<file path="src/rtl/uart_sim_pkg.sv">
// Shared types and constants for the simulation-side UART receive monitor.
package uart_sim_pkg;

  // Receiver FSM states
  typedef enum logic [2:0] {
    RX_IDLE,
    RX_START,
    RX_DATA,
    RX_STOP,
    RX_BREAK
  } uart_rx_state_e;

  // Verdict tokens, oldest byte in the MSBs
  localparam logic [31:0] TokenPass = 32'h5041_5353;  // "PASS"
  localparam logic [31:0] TokenFail = 32'h4641_494C;  // "FAIL"

  // Whole clock cycles per serial bit (integer division)
  function automatic int cycles_per_bit(input int clk_freq, input int baud_rate);
    return clk_freq / baud_rate;
  endfunction

endpackage

</file>
<file path="src/rtl/uart_sim_rx.sv">
// 8N1 deserialiser: input synchroniser, bit timing counter, receive FSM and data shifter.
module uart_sim_rx #(
  parameter int ClkFreq  = 30_000_000,
  parameter int BaudRate = 921_600
) (
  input  logic       clk_i,
  input  logic       rst_i,
  input  logic       rx_i,
  output logic       byte_done_o,   // stop bit sampled good this cycle (strobe follows next cycle)
  output logic       byte_valid_o,
  output logic [7:0] byte_o,
  output logic       frame_err_o
);
  import uart_sim_pkg::*;

  localparam int CyclesPerBit = cycles_per_bit(ClkFreq, BaudRate);
  localparam int HalfBit      = CyclesPerBit / 2;
  localparam int CntW         = $clog2(CyclesPerBit);
  localparam int SyncStages   = 2;

  localparam logic [CntW-1:0] HalfLoad = CntW'(HalfBit - 1);
  localparam logic [CntW-1:0] BitLoad  = CntW'(CyclesPerBit - 1);

  // Bit timing needs a few cycles per bit to find the middle of each bit
  if (CyclesPerBit < 4) begin : g_bad_rate
    $error("uart_sim_rx: ClkFreq/BaudRate must be at least 4");
  end

  logic [SyncStages:0] sync_chain;
  logic                rx_s;

  uart_rx_state_e state_reg, state_next;
  logic [CntW-1:0] cnt_reg, cnt_next;
  logic [2:0]      bit_reg, bit_next;
  logic [7:0]      shift_reg, shift_next;
  logic [7:0]      byte_reg;
  logic            valid_reg, err_reg;
  logic            done_next, err_next;

  assign sync_chain[0] = rx_i;
  assign rx_s          = sync_chain[SyncStages];

  // Synchroniser stages reset to the idle-high level so reset release never looks like a start bit
  for (genvar gi = 0; gi < SyncStages; gi++) begin : g_sync
    always_ff @(posedge clk_i) begin
      if (rst_i) sync_chain[gi+1] <= 1'b1;
      else       sync_chain[gi+1] <= sync_chain[gi];
    end
  end

  // FSM, timing counter, shifter and output strobe registers
  always_ff @(posedge clk_i) begin
    if (rst_i) begin
      state_reg <= RX_IDLE;
      cnt_reg   <= '0;
      bit_reg   <= '0;
      shift_reg <= '0;
      byte_reg  <= '0;
      valid_reg <= 1'b0;
      err_reg   <= 1'b0;
    end else begin
      state_reg <= state_next;
      cnt_reg   <= cnt_next;
      bit_reg   <= bit_next;
      shift_reg <= shift_next;
      valid_reg <= done_next;
      err_reg   <= err_next;
      if (done_next) byte_reg <= shift_reg;
    end
  end

  // Next-state logic: the counter expires at the middle of each bit, where rx_s is sampled
  always_comb begin
    state_next = state_reg;
    cnt_next   = cnt_reg;
    bit_next   = bit_reg;
    shift_next = shift_reg;
    done_next  = 1'b0;
    err_next   = 1'b0;
    case (state_reg)
      RX_IDLE: begin
        if (!rx_s) begin
          cnt_next   = HalfLoad;
          state_next = RX_START;
        end
      end
      RX_START: begin
        if (cnt_reg == '0) begin
          if (!rx_s) begin
            cnt_next   = BitLoad;
            bit_next   = '0;
            state_next = RX_DATA;
          end else begin
            state_next = RX_IDLE;  // start bit did not hold: glitch
          end
        end else begin
          cnt_next = cnt_reg - CntW'(1);
        end
      end
      RX_DATA: begin
        if (cnt_reg == '0) begin
          shift_next = {rx_s, shift_reg[7:1]};  // LSB arrives first
          cnt_next   = BitLoad;
          if (bit_reg == 3'd7) state_next = RX_STOP;
          else                 bit_next   = bit_reg + 3'd1;
        end else begin
          cnt_next = cnt_reg - CntW'(1);
        end
      end
      RX_STOP: begin
        if (cnt_reg == '0) begin
          if (rx_s) begin
            done_next  = 1'b1;
            state_next = RX_IDLE;  // back in IDLE mid-stop so a following start edge is caught
          end else begin
            err_next   = 1'b1;
            state_next = RX_BREAK;
          end
        end else begin
          cnt_next = cnt_reg - CntW'(1);
        end
      end
      RX_BREAK: begin
        if (rx_s) state_next = RX_IDLE;
      end
      default: state_next = RX_IDLE;
    endcase
  end

  assign byte_done_o  = done_next;
  assign byte_valid_o = valid_reg;
  assign byte_o       = byte_reg;
  assign frame_err_o  = err_reg;

endmodule

</file>
<file path="src/rtl/uart_sim_monitor.sv">
// UART TX pin monitor: decoded byte strobes, saturating byte count and PASS/FAIL token detection.
module uart_sim_monitor #(
  parameter int ClkFreq  = 30_000_000,
  parameter int BaudRate = 921_600,
  parameter int CountW   = 16
) (
  input  logic              clk_i,
  input  logic              rst_i,
  input  logic              rx_i,
  output logic              byte_valid_o,
  output logic [7:0]        byte_o,
  output logic              frame_err_o,
  output logic [CountW-1:0] byte_count_o,
  output logic              pass_o,
  output logic              fail_o
);
  import uart_sim_pkg::*;

  localparam logic [CountW-1:0] CountMax = {CountW{1'b1}};

  logic              byte_done;
  logic [CountW-1:0] count_reg;
  logic [31:0]       hist_reg;
  logic [31:0]       hist_cand;
  logic              pass_reg, fail_reg;

  uart_sim_rx #(
    .ClkFreq  (ClkFreq),
    .BaudRate (BaudRate)
  ) u_rx (
    .clk_i        (clk_i),
    .rst_i        (rst_i),
    .rx_i         (rx_i),
    .byte_done_o  (byte_done),
    .byte_valid_o (byte_valid_o),
    .byte_o       (byte_o),
    .frame_err_o  (frame_err_o)
  );

  // Count advances on the cycle before the strobe so it reads updated during the strobe
  always_ff @(posedge clk_i) begin
    if (rst_i)                                count_reg <= '0;
    else if (byte_done && count_reg != CountMax) count_reg <= count_reg + CountW'(1);
  end

  // Last four good bytes, newest in the low byte; a framing error breaks any partial token
  always_ff @(posedge clk_i) begin
    if (rst_i)             hist_reg <= '0;
    else if (frame_err_o)  hist_reg <= '0;
    else if (byte_valid_o) hist_reg <= {hist_reg[23:0], byte_o};
  end

  // History as it will be once the strobed byte is shifted in
  assign hist_cand = {hist_reg[23:0], byte_o};

  // Sticky verdict; the first token seen locks both flags until reset
  always_ff @(posedge clk_i) begin
    if (rst_i) begin
      pass_reg <= 1'b0;
      fail_reg <= 1'b0;
    end else if (byte_valid_o && !pass_reg && !fail_reg) begin
      if (hist_cand == TokenPass) pass_reg <= 1'b1;
      if (hist_cand == TokenFail) fail_reg <= 1'b1;
    end
  end

  assign byte_count_o = count_reg;
  assign pass_o       = pass_reg;
  assign fail_o       = fail_reg;

endmodule

</file>
<file path="config.mk">
export PLATFORM = sky130hd
export DESIGN_NAME = uart_sim_monitor
export DESIGN_NICKNAME = d
export VERILOG_FILES = /design/src/rtl/uart_sim_pkg.sv /design/src/rtl/uart_sim_rx.sv /design/src/rtl/uart_sim_monitor.sv
export SDC_FILE = /design/constraint.sdc
export NUM_CORES = 1
export LEC_CHECK = 0
export CAP_MARGIN = 0
export CORE_ASPECT_RATIO = 0.6
export CORE_MARGIN = 8
export CORE_UTILIZATION = 38
export CTS_BUF_LIST = sky130_fd_sc_hd__clkbuf_8
export DETAILED_ROUTE_END_ITERATION = 16
export HOLD_SLACK_MARGIN = 0.06
export PLACE_DENSITY = 0.65
export REMOVE_ABC_BUFFERS = 1
export SYNTH_ARGS = -nofsm -noshare
export SYNTH_HDL_FRONTEND = slang
export SYNTH_SLANG_ARGS = --single-unit
export TNS_END_PERCENT = 20
</file>
<file path="constraint.sdc">
create_clock -name clk_i -period 4.4 [get_ports clk_i]
set_clock_uncertainty 0.1 [all_clocks]
set_input_delay 0.44 -clock clk_i [delete_from_list [all_inputs] [get_ports clk_i]]
set_output_delay 0.44 -clock clk_i [all_outputs]
set_load 0.01 [all_outputs]
</file>
==> results.txt <==
Site Rows = 26
CTS H-tree lvls = 3
Period utilisation layout = 53.7%
CP endpoint kind = flop
Fin area = 3800 µm²
Post-synthesis instance area = 3260 µm²
Share of cells above drive strength 1 = 7.26%
Setup violators final = 0
1st-iter DRT viols = 174
Slew Viols, Final = 0
Worst Max-Slew Pin Slew = 0.848 ns
Clk root buf = clkbuf_8
TNS Setup = 0 ns
N_diodes = 0
Largest net degree at the start of global routing = 30
Hold Path Class = reg2reg
DP Area = 3620 µm²
Sequential area share after synthesis = 44.8%
Vias/cell = 5.18
CORE AREA = 8430 µm²
1st-pass router iterations = 4
Area grow syn2layout = 16.4%
Max_cap viols = 0
Die ar. = 11900 µm²
Cts hold-fix bufs = 0
Startpoint class of the critical path = flop
Leak pwr = 1.27 nW
Clk_lat worst skew = 0.35 ns
Yosys reg bits = 73
Via count = 2507
HPWL after DPL = 4780 µm
Starting Density = 38.7%
Synth area leader = dfxtp_1
Congestion Overflow GR = 0
Tmin final = 2.36 ns
Status = finished clean
Ys flop type = dfxtp_1
Total power = 1.22 mW
Ys Warns = 0
Initial antenna violation count = 0
Reg clk slew, reported paths = 0.07 ns
Synth area leaders = dfxtp_1, mux2i_1, nor2_1
Worst path required time = 4.54 ns
Buffers on Ports = 30
Synth async-reset ratio = 0%
Top cell type's share of synthesized area = 44.8%
Commonest cells post-synth = dfxtp_1, nor2_1, mux2i_1
Clock Sinks = 73
CP Class = reg2reg
GPL Wtd Cong = 0.829
Mapped Cells = 345
Max VDD drop = 0.000210 V
Clock Tree Buf Depth = 2
Crit path DAT = 2.50 ns
Drt wl/cell = 14.3 µm
Final ANT Viol Nets = 0
Vias in the first global route = 2311
Global-route wire length before repair = 11400 µm
DRC = 0
Unrepaired setup endpoints after global routing = false
Slew HR = 43.2%
TritonCTS clock tree = built
Most common cell in the netlist = dfxtp_1
Synth unique cells = 49
Number of enable flip-flop cells after synthesis = 0
Max reg flops = 24
Num CTS Buffers = 9
Die Ht = 87.8 µm
Final nets = 375
IO Count = 31
Power per cell area = 321 nW/µm²
Routed WL = 6930 µm
Total track usage = 11.9%
F_max = 0.423 GHz
Die W = 136 µm
CP max FO = 18
CTS resizes = 0
Setup Buffers After CTS = 0
Final hold vios = 0
Syn_area_per_cell = 9.46 µm²
==> final cells by class <==
type / count / area (µm²)
fillers: 779 / 4630
multi-input cells: 243 / 1670
flip-flops and latches: 73 / 1460
repair buffers: 33 / 318
well taps: 112 / 140
clock buffers: 9 / 124
clock inverters: 6 / 52.6
inverters: 8 / 30.0
==> metal layers <==
layer	GRT usage (%)	vias to the layer above	share of wire (%)
met1	16.4	1182	55
met5	0	-	0
met3	4.24	4	4.2
li1	-	1288	-
met4	5.21	0	0.46
met2	16.2	33	41
==> worst max-delay path, cell delays in order (launching register included) <==
cell and delay, ns:
dfxtp_1 0.44, ha_1 0.25, nand4_1 0.21, nor4b_4 0.76
nor4_1 0.14, mux2_1 0.34
==> layout by cell type, fill, tap and decap left out, drive strengths merged, types with 4 or more instances in the layout <==
| cell | instances |
|---|---|
| or4 | 8 |
| clkdlybuf4s50 | 29 |
| mux2i | 42 |
| ha | 4 |
| nor3 | 5 |
| nor4 | 8 |
| and3 | 5 |
| buf | 4 |
| a21oi | 11 |
| nand2 | 7 |
| mux2 | 8 |
| nor2b | 9 |
| nor3b | 4 |
| inv | 10 |
| o21ai | 5 |
| o31ai | 6 |
| nor2 | 65 |
| nor4b | 10 |
| nand3 | 8 |
| nand4 | 9 |
| dfxtp | 73 |
| clkbuf | 9 |
==> cell families after synthesis <==
logic type	synth area share, %
buffers and inverters	3.99
AND/OR/NAND/NOR	26.6
multiplexers	15.6
AO/OA/AOI/OAI	7.48
adder cells (fa/ha/maj)	1.53
flip-flops	44.8
==> stage by stage <==
stage                     utilization (%)  cells  hold slack, ns  setup WS (ns)
after floorplan                         -    324           0.289           1.84
after global placement               43.0    469           0.298           2.11
after detailed placement             43.0    469           0.296           2.07
after CTS                            45.1    484           0.312           2.04
after global routing                 45.1    484           0.332           1.86
final                                45.1    484           0.309           2.04
==> final timing paths <==
check | slack, ns | to | cells after the start | start
worst min register to register | 0.31 | u_rx.rx_s$_SDFF_PP1_ | 1 | u_rx.sync_chain[1]$_SDFF_PP1_
worst max-delay path | 2.04 | byte_count_o[15]$_SDFFE_PP0P_ | 5 | byte_count_o[0]$_SDFFE_PP0P_
worst max register to register | 2.04 | byte_count_o[15]$_SDFFE_PP0P_ | 5 | byte_count_o[0]$_SDFFE_PP0P_
worst min-delay path | 0.31 | u_rx.rx_s$_SDFF_PP1_ | 1 | u_rx.sync_chain[1]$_SDFF_PP1_
==> where the power goes <==
| part | switching (mW) | internal [mW] |
|---|---|---|
| sequential | 0.00918 | 0.666 |
| clock | 0.238 | 0.252 |
| combinational | 0.0340 | 0.0210 |
| total | 0.281 | 0.939 |
(Power assumes the default switching activity.)
